<file path="src/rtl/pc_seq_pkg.sv">
// Shared types and default widths for the program-counter sequencer and its neighbours.
package pc_seq_pkg;

  localparam int unsigned PC_W_DEF      = 10;
  localparam int unsigned LUT_IDX_W_DEF = 4;
  localparam int unsigned CNT_W_DEF     = 16;

  typedef logic [PC_W_DEF-1:0]      pc_t;
  typedef logic [LUT_IDX_W_DEF-1:0] lut_idx_t;

  typedef enum logic [1:0] {
    IDLE = 2'd0,
    RUN  = 2'd1,
    DONE = 2'd2
  } state_e;

endpackage

</file>
<file path="src/rtl/pc_sequencer_branch_lut.sv">
// Branch-target table: one synchronous write port, one combinational read port, synchronous clear.
module branch_lut #(
  parameter int unsigned PC_W      = 10,
  parameter int unsigned LUT_IDX_W = 4
) (
  input  logic                 clk,
  input  logic                 reset,
  input  logic                 we,
  input  logic [LUT_IDX_W-1:0] waddr,
  input  logic [PC_W-1:0]      wdata,
  input  logic [LUT_IDX_W-1:0] raddr,
  output logic [PC_W-1:0]      rdata
);

  localparam int unsigned DEPTH = 2 ** LUT_IDX_W;

  logic [PC_W-1:0] mem_q [DEPTH];
  logic [PC_W-1:0] mem_d [DEPTH];

  // Read returns the stored entry, so a same-cycle write to that index is not visible yet.
  assign rdata = mem_q[raddr];

  // Next table contents: apply the single write, if any.
  always_comb begin
    mem_d = mem_q;
    if (we) begin
      mem_d[waddr] = wdata;
    end
  end

  // Table storage; reset clears every entry and beats a same-cycle write.
  always_ff @(posedge clk) begin
    if (reset) begin
      mem_q <= '{default: '0};
    end else begin
      mem_q <= mem_d;
    end
  end

endmodule

</file>
<file path="src/rtl/pc_sequencer.sv">
// Program-counter / fetch sequencer: start/halt handshake, next-PC selection and
// a saturating retired-instruction counter.
module pc_sequencer
  import pc_seq_pkg::*;
#(
  parameter int unsigned PC_W      = PC_W_DEF,
  parameter int unsigned LUT_IDX_W = LUT_IDX_W_DEF,
  parameter int unsigned CNT_W     = CNT_W_DEF
) (
  input  logic                 clk,
  input  logic                 reset,
  input  logic                 start,
  input  logic                 stall,
  input  logic                 halt,
  input  logic                 do_branch,
  input  logic                 branch_is_lookup,
  input  logic [7:0]           branch_offset,
  input  logic [LUT_IDX_W-1:0] lut_idx,
  input  logic                 lut_we,
  input  logic [LUT_IDX_W-1:0] lut_waddr,
  input  logic [PC_W-1:0]      lut_wdata,
  output logic [PC_W-1:0]      prog_ctr,
  output logic                 fetch_valid,
  output logic                 done,
  output logic [CNT_W-1:0]     instr_count
);

  state_e           state_q, state_d;
  logic [PC_W-1:0]  pc_q, pc_d;
  logic [CNT_W-1:0] cnt_q, cnt_d;
  logic             done_q, done_d;
  logic             fetch_valid_q, fetch_valid_d;
  logic [PC_W-1:0]  lut_rdata;
  logic [PC_W-1:0]  offset_ext;

  branch_lut #(
    .PC_W      (PC_W),
    .LUT_IDX_W (LUT_IDX_W)
  ) u_lut (
    .clk   (clk),
    .reset (reset),
    .we    (lut_we),
    .waddr (lut_waddr),
    .wdata (lut_wdata),
    .raddr (lut_idx),
    .rdata (lut_rdata)
  );

  // Sign-extend the 8-bit relative offset to PC width; the add then wraps modulo 2**PC_W.
  assign offset_ext = PC_W'($signed(branch_offset));

  // Next state, next PC and next count; halt outranks any branch on the same instruction.
  always_comb begin
    state_d = state_q;
    pc_d    = pc_q;
    cnt_d   = cnt_q;
    case (state_q)
      IDLE, DONE: begin
        if (start) begin
          state_d = RUN;
          pc_d    = '0;
          cnt_d   = '0;
        end
      end
      RUN: begin
        if (!stall) begin
          if (cnt_q != '1) begin
            cnt_d = cnt_q + CNT_W'(1);
          end
          if (halt) begin
            state_d = DONE;
          end else if (do_branch && branch_is_lookup) begin
            pc_d = lut_rdata;
          end else if (do_branch) begin
            pc_d = pc_q + offset_ext;
          end else begin
            pc_d = pc_q + PC_W'(1);
          end
        end
      end
      default: state_d = IDLE;
    endcase
    done_d        = (state_d == DONE);
    fetch_valid_d = (state_d == RUN);
  end

  // State, PC, counter and registered status flags.
  always_ff @(posedge clk) begin
    if (reset) begin
      state_q       <= IDLE;
      pc_q          <= '0;
      cnt_q         <= '0;
      done_q        <= 1'b0;
      fetch_valid_q <= 1'b0;
    end else begin
      state_q       <= state_d;
      pc_q          <= pc_d;
      cnt_q         <= cnt_d;
      done_q        <= done_d;
      fetch_valid_q <= fetch_valid_d;
    end
  end

  assign prog_ctr    = pc_q;
  assign fetch_valid = fetch_valid_q;
  assign done        = done_q;
  assign instr_count = cnt_q;

endmodule

</file>
<file path="config.mk">
export PLATFORM = sky130hd
export DESIGN_NAME = pc_sequencer
export DESIGN_NICKNAME = d
export VERILOG_FILES = /design/src/rtl/pc_seq_pkg.sv /design/src/rtl/pc_sequencer_branch_lut.sv /design/src/rtl/pc_sequencer.sv
export SDC_FILE = /design/constraint.sdc
export NUM_CORES = 1
export LEC_CHECK = 0
export CAP_MARGIN = 10
export CORE_ASPECT_RATIO = 0.8
export CORE_MARGIN = 10
export CORE_UTILIZATION = 64
export DETAILED_ROUTE_END_ITERATION = 10
export PLACE_DENSITY = 0.95
export SLEW_MARGIN = 25
export SYNTH_ARGS = -nofsm -noshare
export SYNTH_HDL_FRONTEND = slang
export SYNTH_SLANG_ARGS = --single-unit
</file>
<file path="constraint.sdc">
create_clock -name clk -period 3.65 [get_ports clk]
set_clock_uncertainty 0.15 [all_clocks]
set_input_delay 0.365 -clock clk [delete_from_list [all_inputs] [get_ports clk]]
set_output_delay 0.365 -clock clk [all_outputs]
set_load 0.1 [all_outputs]
</file>
After elaboration in Yosys (flattened, before gate mapping)
Cells that the tools add are included.

Bits in registers: 190. Input port bits: 34. Output and inout port bits: 28.

Add/subtract/negate cells: 3. $lt $le $gt $ge: 3. Equal/unequal tests: 9. Multiplexer cells: 20. Bitwise logic cells: 2. Reduce and logical (&&, ||, !) cells: 7.

Operators with widths (count): 160-bit bitwise mux (1); 10-bit two-way mux (8); 16-bit two-way mux (3); 10-bit binary-select mux with 4-bit select (1); 10-bit demux with 4-bit select (1); 16-bit one-hot mux with 2 select lines (1); 10-bit one-hot mux with 2 select lines (1); 16-bit by 1-bit adder with 16-bit output (second input constant) (1); 16-bit != test (second input constant) (1); 10-bit by 1-bit adder with 10-bit output (second input constant) (1); 10-bit adder (1); 5-bit >= comparator (second input constant) (2); 4-bit NOT with 5-bit output (2); 2-bit != test (second input constant) (4); 4-bit AND reduction (2); 2-bit two-way mux (3); 5-bit by 1-bit less-than comparator with 1-bit output (second input constant) (1); 2-bit by 1-bit equality test with 1-bit output (second input constant) (2); 2-bit equality test (second input constant) (2); 2-bit one-hot mux with 2 select lines (1); 1-bit logical AND (2); 2-bit zero test (1); 2-bit nonzero test (1); 2-bit OR reduction (1).

Depth between registers and ports, before layout
Gate-level depths: netlist of the first run.

Word-level depth: 8. Depth in mapped cells: 9.

By module
From an unflattened synthesis of the first run, not the netlist that was laid out.

Cell total of the unflattened synthesis: 1070. Area, all modules: 9260.1 µm².

By module, submodules not included: branch_lut (times used 1, cells an instance 856, area an instance 7393.3 µm²); pc_sequencer (times used 1, cells an instance 214, area an instance 1866.8 µm²).

Worst setup path after synthesis of the first run
Ideal clock, no wire load.

Path kind: reg2reg. Start: register pc_q[0] (netlist: prog_ctr[0]). End: register pc_q[8] (netlist: prog_ctr[8]). Setup time: 0.137 ns. Arrival: 2.413 ns. Data required time: 3.363 ns. Slack: 0.950 ns. Cell stages (with the launch flop): 8. Buffers on the path: 0. Cell sequence: dfxtp_1 -> ha_1 -> fa_1 -> a211oi_1 -> nor4b_1 -> a211oi_1 -> mux2i_1 -> a41oi_1.

Cells in the longest elaborated chain, start to end: 6.

RTL lines: start, declared (RTL line pc_sequencer.sv:29) `logic [PC_W-1:0] pc_q, pc_d;`; start signal, assigned (RTL line pc_sequencer.sv:97) `pc_q <= pc_d;`; 10-bit by 1-bit adder with 10-bit output / 10-bit adder (equally long branches) (RTL line pc_sequencer.sv:77, pc_sequencer.sv:75); 10-bit two-way mux (*) (RTL line pc_sequencer.sv:74) `end else if (do_branch) begin`; 10-bit two-way mux (*) (RTL line pc_sequencer.sv:72) `end else if (do_branch && branch_is_lookup) begin`; 10-bit two-way mux (*) (RTL line pc_sequencer.sv:70) `if (halt) begin`; 10-bit two-way mux (*) (RTL line pc_sequencer.sv:66) `if (!stall) begin`; 10-bit one-hot mux with 2 select lines (*) (RTL line pc_sequencer.sv:57) `case (state_q)`.

Mark *: on every way between the ends. The rest lies on a longest branch, timed or not. The select of a mux whose other input is x is not followed. A chain may end at the register's enable or synchronous reset.

Worst setup path in the final report of the first run
Start: input do_branch. End: register pc_q[8] (netlist: prog_ctr[8]).

Cells in the longest elaborated chain, start to end: 5.

RTL lines: start, declared (RTL line pc_sequencer.sv:15) `input logic do_branch,`; 10-bit two-way mux / 1-bit logical AND (equally long branches) (RTL line pc_sequencer.sv:74, pc_sequencer.sv:72); 10-bit two-way mux (*) (RTL line pc_sequencer.sv:72); 10-bit two-way mux (*) (RTL line pc_sequencer.sv:70); 10-bit two-way mux (*) (RTL line pc_sequencer.sv:66); 10-bit one-hot mux with 2 select lines (*) (RTL line pc_sequencer.sv:57).

Marked as above.

==> results of run 1 <==
-- stage by stage --
stage          total power [mW]  cell area, um2
3_3_place_gp               2.49            9600
4_1_cts                    4.33           10200
2_1_floorplan              2.39            8910
5_1_grt                    4.45           10200
6_report                   4.34           10200
3_5_place_dp               2.50            9600
-- cell type report --
cell class	instances	area [um2]	area share, %
clock buffers	20	437	4.29
clock inverters	11	143	1.40
inverters	7	26.3	0.258
multi-input cells	615	4790	47.1
flip-flops and latches	190	3800	37.4
well taps	180	225	2.21
repair buffers	80	757	7.43
-- cell usage after synthesis (3+ instances only) --
| cell type | instances |
|---|---|
| nand3_1 | 18 |
| mux4_2 | 28 |
| a31oi_1 | 5 |
| nor2b_1 | 5 |
| dfxtp_1 | 190 |
| or3_1 | 6 |
| a22oi_1 | 3 |
| xor2_1 | 7 |
| buf_2 | 17 |
| clkbuf_1 | 41 |
| nand4_1 | 8 |
| a21o_1 | 3 |
| a211oi_1 | 6 |
| a21oi_1 | 27 |
| mux2i_1 | 164 |
| a32oi_1 | 3 |
| inv_1 | 7 |
| xnor2_1 | 13 |
| o21ai_0 | 12 |
| mux2_2 | 4 |
| ha_1 | 10 |
| nor2_1 | 179 |
| and2_1 | 8 |
| nor4_1 | 4 |
| nand2b_1 | 7 |
| nor3_1 | 10 |
| mux4_1 | 13 |
| nand2_1 | 43 |
-- where the power goes --
part	internal (mW)	leakage [nW]	switching, mW
registers	2.10	1.53	0.0169
clock network	1.07	0.280	0.799
logic	0.131	2.34	0.221
total	3.30	4.16	1.04
-- path summary, 6_finish.rpt --
kind | startpoint | end | cells after the start
max | do_branch | prog_ctr[8]$_SDFFE_PP0P_ | 9
min | reset | u_lut.mem_q[129]$_SDFFE_PP0P_ | 2
max reg2reg | prog_ctr[0]$_SDFFE_PP0P_ | prog_ctr[8]$_SDFFE_PP0P_ | 7
min reg2reg | u_lut.mem_q[142]$_SDFFE_PP0P_ | u_lut.mem_q[142]$_SDFFE_PP0P_ | 2
-- registers in the layout (all words and copies together) (netlist names) --
register / cells
u_lut.mem_q: 160
state_q: 2
fetch_valid: 1
prog_ctr: 10
instr_count: 16
done: 1
-- worst max-delay path, cell delays in order --
cell	delay, ns
clkdlybuf4s50_1	0.60
nand2b_1	0.10
ha_1	0.23
fa_1	0.43
a211oi_1	0.40
nor4b_1	0.13
a211oi_1	0.29
mux2i_1	0.23
a41oi_1	0.12
-- cell families after synthesis --
logic type,synth area share (%)
AND/OR/NAND/NOR,14.7
adder cells (fa/ha/maj),1.63
XOR/XNOR,1.97
buffers and inverters,3.85
flip-flops,42.7
AO/OA/AOI/OAI,5.34
multiplexers,29.8
-- layer usage --
| layer | wire length (um) | up-vias | global-route usage (%) | share of wire (%) |
|---|---|---|---|---|
| li1 | - | 3171 | - | - |
| met1 | 9750 | 3409 | 30.5 | 41 |
| met2 | 11300 | 404 | 38.2 | 47 |
| met3 | 2250 | 54 | 6.82 | 9.4 |
| met4 | 538 | 0 | 8.03 | 2.3 |
| met5 | 0 | - | 0 | 0 |
-- cells in the final DEF, fill, tap and decap left out, types with 3 or more instances in the layout --
| master | n |
|---|---|
| mux2_2 | 4 |
| nand2b_1 | 7 |
| a211oi_1 | 6 |
| mux4_2 | 28 |
| o21ai_0 | 12 |
| or3_1 | 6 |
| nor3_1 | 4 |
| mux2i_1 | 164 |
| clkbuf_16 | 17 |
| and2_1 | 8 |
| buf_4 | 18 |
| clkbuf_1 | 3 |
| a31oi_1 | 5 |
| a22oi_1 | 3 |
| ha_1 | 10 |
| clkdlybuf4s50_1 | 58 |
| dfxtp_1 | 190 |
| a21o_1 | 3 |
| nand2_1 | 43 |
| nand4_1 | 8 |
| bufinv_16 | 3 |
| a21oi_1 | 27 |
| xor2_1 | 7 |
| clkinv_2 | 4 |
| nor3_2 | 6 |
| inv_1 | 7 |
| xnor2_1 | 13 |
| nor2b_1 | 5 |
| a32oi_1 | 3 |
| nor2_1 | 179 |
| nand3_1 | 18 |
| nor4_1 | 4 |
| mux4_1 | 13 |
==> key figures, run 1 <==
Timing
  – Max_slew headroom: 28.3%
  – WHS: 0.253 ns
  – Finish-stage setup viols: 0
  – Final setup TNS: 0 ns
  – Tcrit/Tclk final: 75.4%
  – Min setup slack post-route: 0.899 ns
  – Final hold violations: 0
  – Final Max Slew Viols: 0
  – F_max: 0.363 GHz
  – RSZ-0062 raised after global routing: no
  – Crit path time final: 2.75 ns
  – Least-Margin Pin Slew: 1.07 ns

CTS
  – Clk Latency, worst-skew pair: 0.45 ns
  – H-Tree Depth: 4
  – CTS resizes: 0
  – Setup bufs post-CTS: 0
  – TritonCTS Buffers: 17
  – Hold bufs inserted after CTS: 0
  – Clock Path Buffers: 2
  – CTS tree: done
  – CTS Sinks: 190
  – Clk root buf: clkbuf_16
  – Clock-pin slew on the worst setup and hold paths: 0.07 ns

Worst setup path
  – CP Data Required Time: 3.80 ns
  – Data arrival time of the critical path: 2.90 ns
  – Crit start category: primary input
  – Critical path fanouts, max: 10
  – Nature of the critical path endpoint: register
  – Critical path class: primary input to register
  – Flop2flop setup slack: 1.17 ns

Placed design
  – Input/output buffers: 61
  – Dpl hpwl: 15300 um
  – Pre-CTS setup slack: 0.568 ns
  – Placed cells: 1072
  – Final Wtd Congestion: 0.981

Drt
  – Drt first-iter violations: 836
  – Antenna Nets Post-Route: 0
  – Via count: 7038
  – Vias/cell: 6.38
  – Post-route DRC violation count: 0
  – WL final: 23900 um
  – DRT Pass-1 Iters: 5
  – Wire length per cell: 21.6 um

Logic synthesis
  – Yosys top cell area share: 42.7%
  – Top cell type by total area after synthesis: dfxtp_1
  – Mapped Avg Cell Area: 10.2 um2
  – Post-synthesis cell type count: 51
  – Seq/Total Area, Yosys: 42.7%
  – Yosys reg bits: 190
  – Post-synth EDFFs: 0
  – Predominant post-synthesis flop cell: dfxtp_1
  – Synth warn: 0
  – Synth Cell Area: 8910 um2
  – Synth async-reset ratio: 0%
  – Post-synthesis net count: 921
  – Cells after synthesis: 876
  – Synth area leaders: dfxtp_1, mux2i_1, nor2_1, mux4_2, mux4_1

Finish
  – Final antenna diode count: 0
  – Area Growth Syn to Fin: 14.3%
  – Layout Utilization: 74.9%
  – Final std cells w/o fill: 1103
  – Share of layout cells above drive strength 1: 10.1%
  – Fillers: 822
  – Total Nets Final: 956

Die
  – Die height: 126 um
  – Die X: 152 um
  – Initial core utilization: 65.5%
  – Row count: 38
  – Core area: 13600 um2
  – Die area: 19100 um2
  – Num ports: 62

Outcome
  – Status: complete, no violations

Pwr
  – VDD IR max: 378 uV
  – Pwr/cell area: 426 nW/um2
  – Leak: 4.16 nW

Global routing
  – Number of global-route vias before repair: 6711
  – First-pass GRT wire length: 37100 um
  – Largest net degree at the start of global routing: 120
  – GRT overflow: 0
  – Initial antenna violation count: 0
  – Tot GR Track Use: 23.9%

Min path
  – Min-delay worst type: primary input to register

Run
  – Max-cap violations: 0
No activity file was read; power rests on OpenSTA's default activity.
==> run 2, diff against run 1 <==
--- a/config.mk
+++ b/config.mk
@@ -8,9 +8,9 @@
 export CAP_MARGIN = 10
 export CORE_ASPECT_RATIO = 0.8
 export CORE_MARGIN = 10
-export CORE_UTILIZATION = 64
+export CORE_UTILIZATION = 59
 export DETAILED_ROUTE_END_ITERATION = 10
-export PLACE_DENSITY = 0.95
+export PLACE_DENSITY = 0.9
 export SLEW_MARGIN = 25
 export SYNTH_ARGS = -nofsm -noshare
 export SYNTH_HDL_FRONTEND = slang
==> constraint.sdc (replaced) <==
create_clock -name clk -period 2.8 [get_ports clk]
set_clock_uncertainty 0.15 [all_clocks]
set_input_delay 0.28 -clock clk [delete_from_list [all_inputs] [get_ports clk]]
set_output_delay 0.28 -clock clk [all_outputs]
set_load 0.1 [all_outputs]
==> run 2 against run 1 <==
Non-clock buffer count up 17. Via count shrank 2.2%. Clock power is 19% higher. Critical endpoint unchanged. Setup slack got worse by 0.53 ns. Die area increased by 7.2%. Register-to-register slack worse by 0.70 ns. Utilization is 6.4 points lower. Sequential cell count unchanged. Highest routed layer unchanged. Critical path type unchanged. Count of clock-buffer cells in the layout increased by 2.
==> key figures, run 2 (synthesis results as in run 1) <==
Worst setup path
  – Crit path max-delay cell type: clkdlybuf4s50_1
  – Critical path class: primary input to register
  – CP Buf/Inv Count: 1 (unchanged)
  – Nature of the critical path endpoint: register
  – CP top delay family: compound AO/OA/AOI/OAI gates
  – Data arrival time of the critical path: 2.57 ns (-0.33 ns)
  – CP Data Required Time: 2.94 ns (-0.86 ns)
  – Critical path fanouts, max: 4 (-6)
  – Crit path top cell by count: a211oi_1
  – Largest stage delay, worst path: 0.51 ns (-0.09 ns)
  – Crit start category: primary input
  – Flop2flop setup slack: 0.47 ns (-0.70 ns)
  – Crit path cell chain: clkdlybuf4s50_1, nand2b_1, ha_1, fa_1, a211oi_1, nor4b_1, a211oi_1, mux2i_1, a41oi_1

Pwr
  – Leak: 4.27 nW (+2.7%)
  – VDD IR max: 555 uV (+47%)
  – Overall Power: 5.45 mW (+26%)
  – Pwr/cell area: 533 nW/um2 (+25%)

Drt
  – WL final: 21900 um (-8.2%)
  – Wire length per cell: 19.4 um (-10%)
  – Antenna Nets Post-Route: 0 (unchanged)
  – DRT Pass-1 Iters: 5 (unchanged)
  – Drt first-iter violations: 623 (-25%)
  – Via count: 6882 (-2.2%)
  – Vias/cell: 6.10 (-4.4%)
  – Post-route DRC violation count: 0 (unchanged)

Finish
  – Final antenna diode count: 0 (unchanged)
  – Fillers: 1081 (+32%)
  – Multi-input logic area: 4790 um2 (unchanged)
  – Top reg by flops: u_lut.mem_q
  – Total Nets Final: 973 (+1.8%)
  – Most frequent cells in the layout: dfxtp_1, nor2_1, mux2i_1
  – Layout Utilization: 68.5% (-6.4 points)
  – Most common cell after layout, fill and taps aside: dfxtp_1
  – Share of layout cells above drive strength 1: 14.7% (+4.6 points)
  – Max reg flops: 160 (unchanged)
  – Register area: 3800 um2 (unchanged)
  – Area Growth Syn to Fin: 14.7%

CTS
  – Clock-pin slew on the worst setup and hold paths: 0.07 ns (about the same)
  – Clock Path Buffers: 2 (unchanged)
  – CTS resizes: 0 (unchanged)
  – Hold bufs inserted after CTS: 0 (unchanged)
  – CTS Sinks: 190 (unchanged)
  – H-Tree Depth: 4 (unchanged)
  – Clk root buf: clkbuf_16
  – Setup bufs post-CTS: 0 (unchanged)
  – Clk Latency, worst-skew pair: 0.43 ns (-0.02 ns)
  – CTS tree: done
  – TritonCTS Buffers: 17 (unchanged)

Timing
  – Finish-stage setup viols: 0 (unchanged)
  – Tcrit/Tclk final: 86.7%
  – Least-Margin Pin Slew: 0.805 ns (-0.267 ns)
  – F_max: 0.412 GHz
  – Final hold violations: 0 (unchanged)
  – Max_slew headroom: 46.3% (+18 points)
  – RSZ-0062 raised after global routing: no
  – Crit path time final: 2.43 ns
  – WHS: 0.112 ns (-0.141 ns)
  – Final Max Slew Viols: 0 (unchanged)

Die
  – Initial core utilization: 59.7% (-5.8 points)
  – Num ports: 62 (unchanged)
  – Core area: 14900 um2 (+9.7%)
  – Row count: 40 (+5.3%)
  – Die height: 130 um (+3.5%)
  – Die X: 157 um (+3.6%)
  – Die area: 20400 um2 (+7.2%)

Global routing
  – First-pass GRT wire length: 35100 um (-5.6%)
  – Largest net degree at the start of global routing: 136 (+13%)
  – Tot GR Track Use: 21.5% (-2.3 points)
  – Initial antenna violation count: 0 (unchanged)
  – GRT overflow: 0 (unchanged)
  – Number of global-route vias before repair: 6740 (+0.43%)

Run
  – Max-cap violations: 0 (unchanged)

Placed design
  – Dpl hpwl: 14400 um (-5.8%)
  – Final Wtd Congestion: 0.932 (-5.0%)
  – Input/output buffers: 61 (unchanged)

Outcome
  – Status: complete, no violations

Min path
  – Min-delay worst type: primary input to register
-- run 2: cell count changes in the layout (fill, tap and decap cells not counted), sizes merged --
| cell | before | now |
|---|---|---|
| clkinv | 5 | 3 |
| buf | 22 | 67 |
| clkdlybuf4s50 | 58 | 30 |
| bufinv | 3 | 0 |
| clkbuf | 20 | 22 |
| clkinvlp | 2 | 4 |
-- run 2: per-layer routing --
layer	vias up	share of wire, %	GRT usage, %
li1	3210	-	-
met1	3390	44	28.7
met2	238	46	33.2
met3	44	7.9	5.63
met4	0	2.2	7.90
met5	-	0	0
-- run 2: final timing paths --
check / from / to / depth (start not counted)
setup / recovery: do_branch / prog_ctr[8]$_SDFFE_PP0P_ / 9
hold / removal: reset / u_lut.mem_q[9]$_SDFFE_PP0P_ / 2
setup reg to reg: prog_ctr[0]$_SDFFE_PP0P_ / prog_ctr[8]$_SDFFE_PP0P_ / 7
hold reg to reg: u_lut.mem_q[140]$_SDFFE_PP0P_ / u_lut.mem_q[140]$_SDFFE_PP0P_ / 2
-- run 2: cell type report --
| cell class | instances | area share (%) |
|---|---|---|
| Tap cell | 189 | 2.31 |
| Clock inverter | 8 | 0.600 |
| Timing Repair Buffer | 97 | 8.06 |
| Sequential cell | 190 | 37.2 |
| Clock buffer | 22 | 4.64 |
| Multi-Input combinational cell | 615 | 46.9 |
| Inverter | 7 | 0.257 |
-- run 2: stage by stage --
stage	setup slack, ns	TNS, ns	instances	instance area [um2]
6_report	0.374	0	1128	10200
5_1_grt	0.221	0	1128	10200
4_1_cts	0.420	0	1128	10200
3_5_place_dp	-0.0317	-0.0317	1098	9680
3_3_place_gp	-0.0300	-0.0300	1098	9680
2_1_floorplan	0.0997	0	876	8910
-- run 2: report_power, final --
group | switching [mW] | internal [mW]
combinational | 0.283 | 0.182
clock | 1.02 | 1.20
sequential | 0.0208 | 2.74
==> run 3, diff against run 2 <==
--- a/config.mk
+++ b/config.mk
@@ -5,7 +5,7 @@
 export SDC_FILE = /design/constraint.sdc
 export NUM_CORES = 1
 export LEC_CHECK = 0
-export CAP_MARGIN = 10
+export CAP_MARGIN = 20
 export CORE_ASPECT_RATIO = 0.8
 export CORE_MARGIN = 10
 export CORE_UTILIZATION = 59
==> results of run 3 <==
Final layout, timing and power as in run 2 (identical DEF).
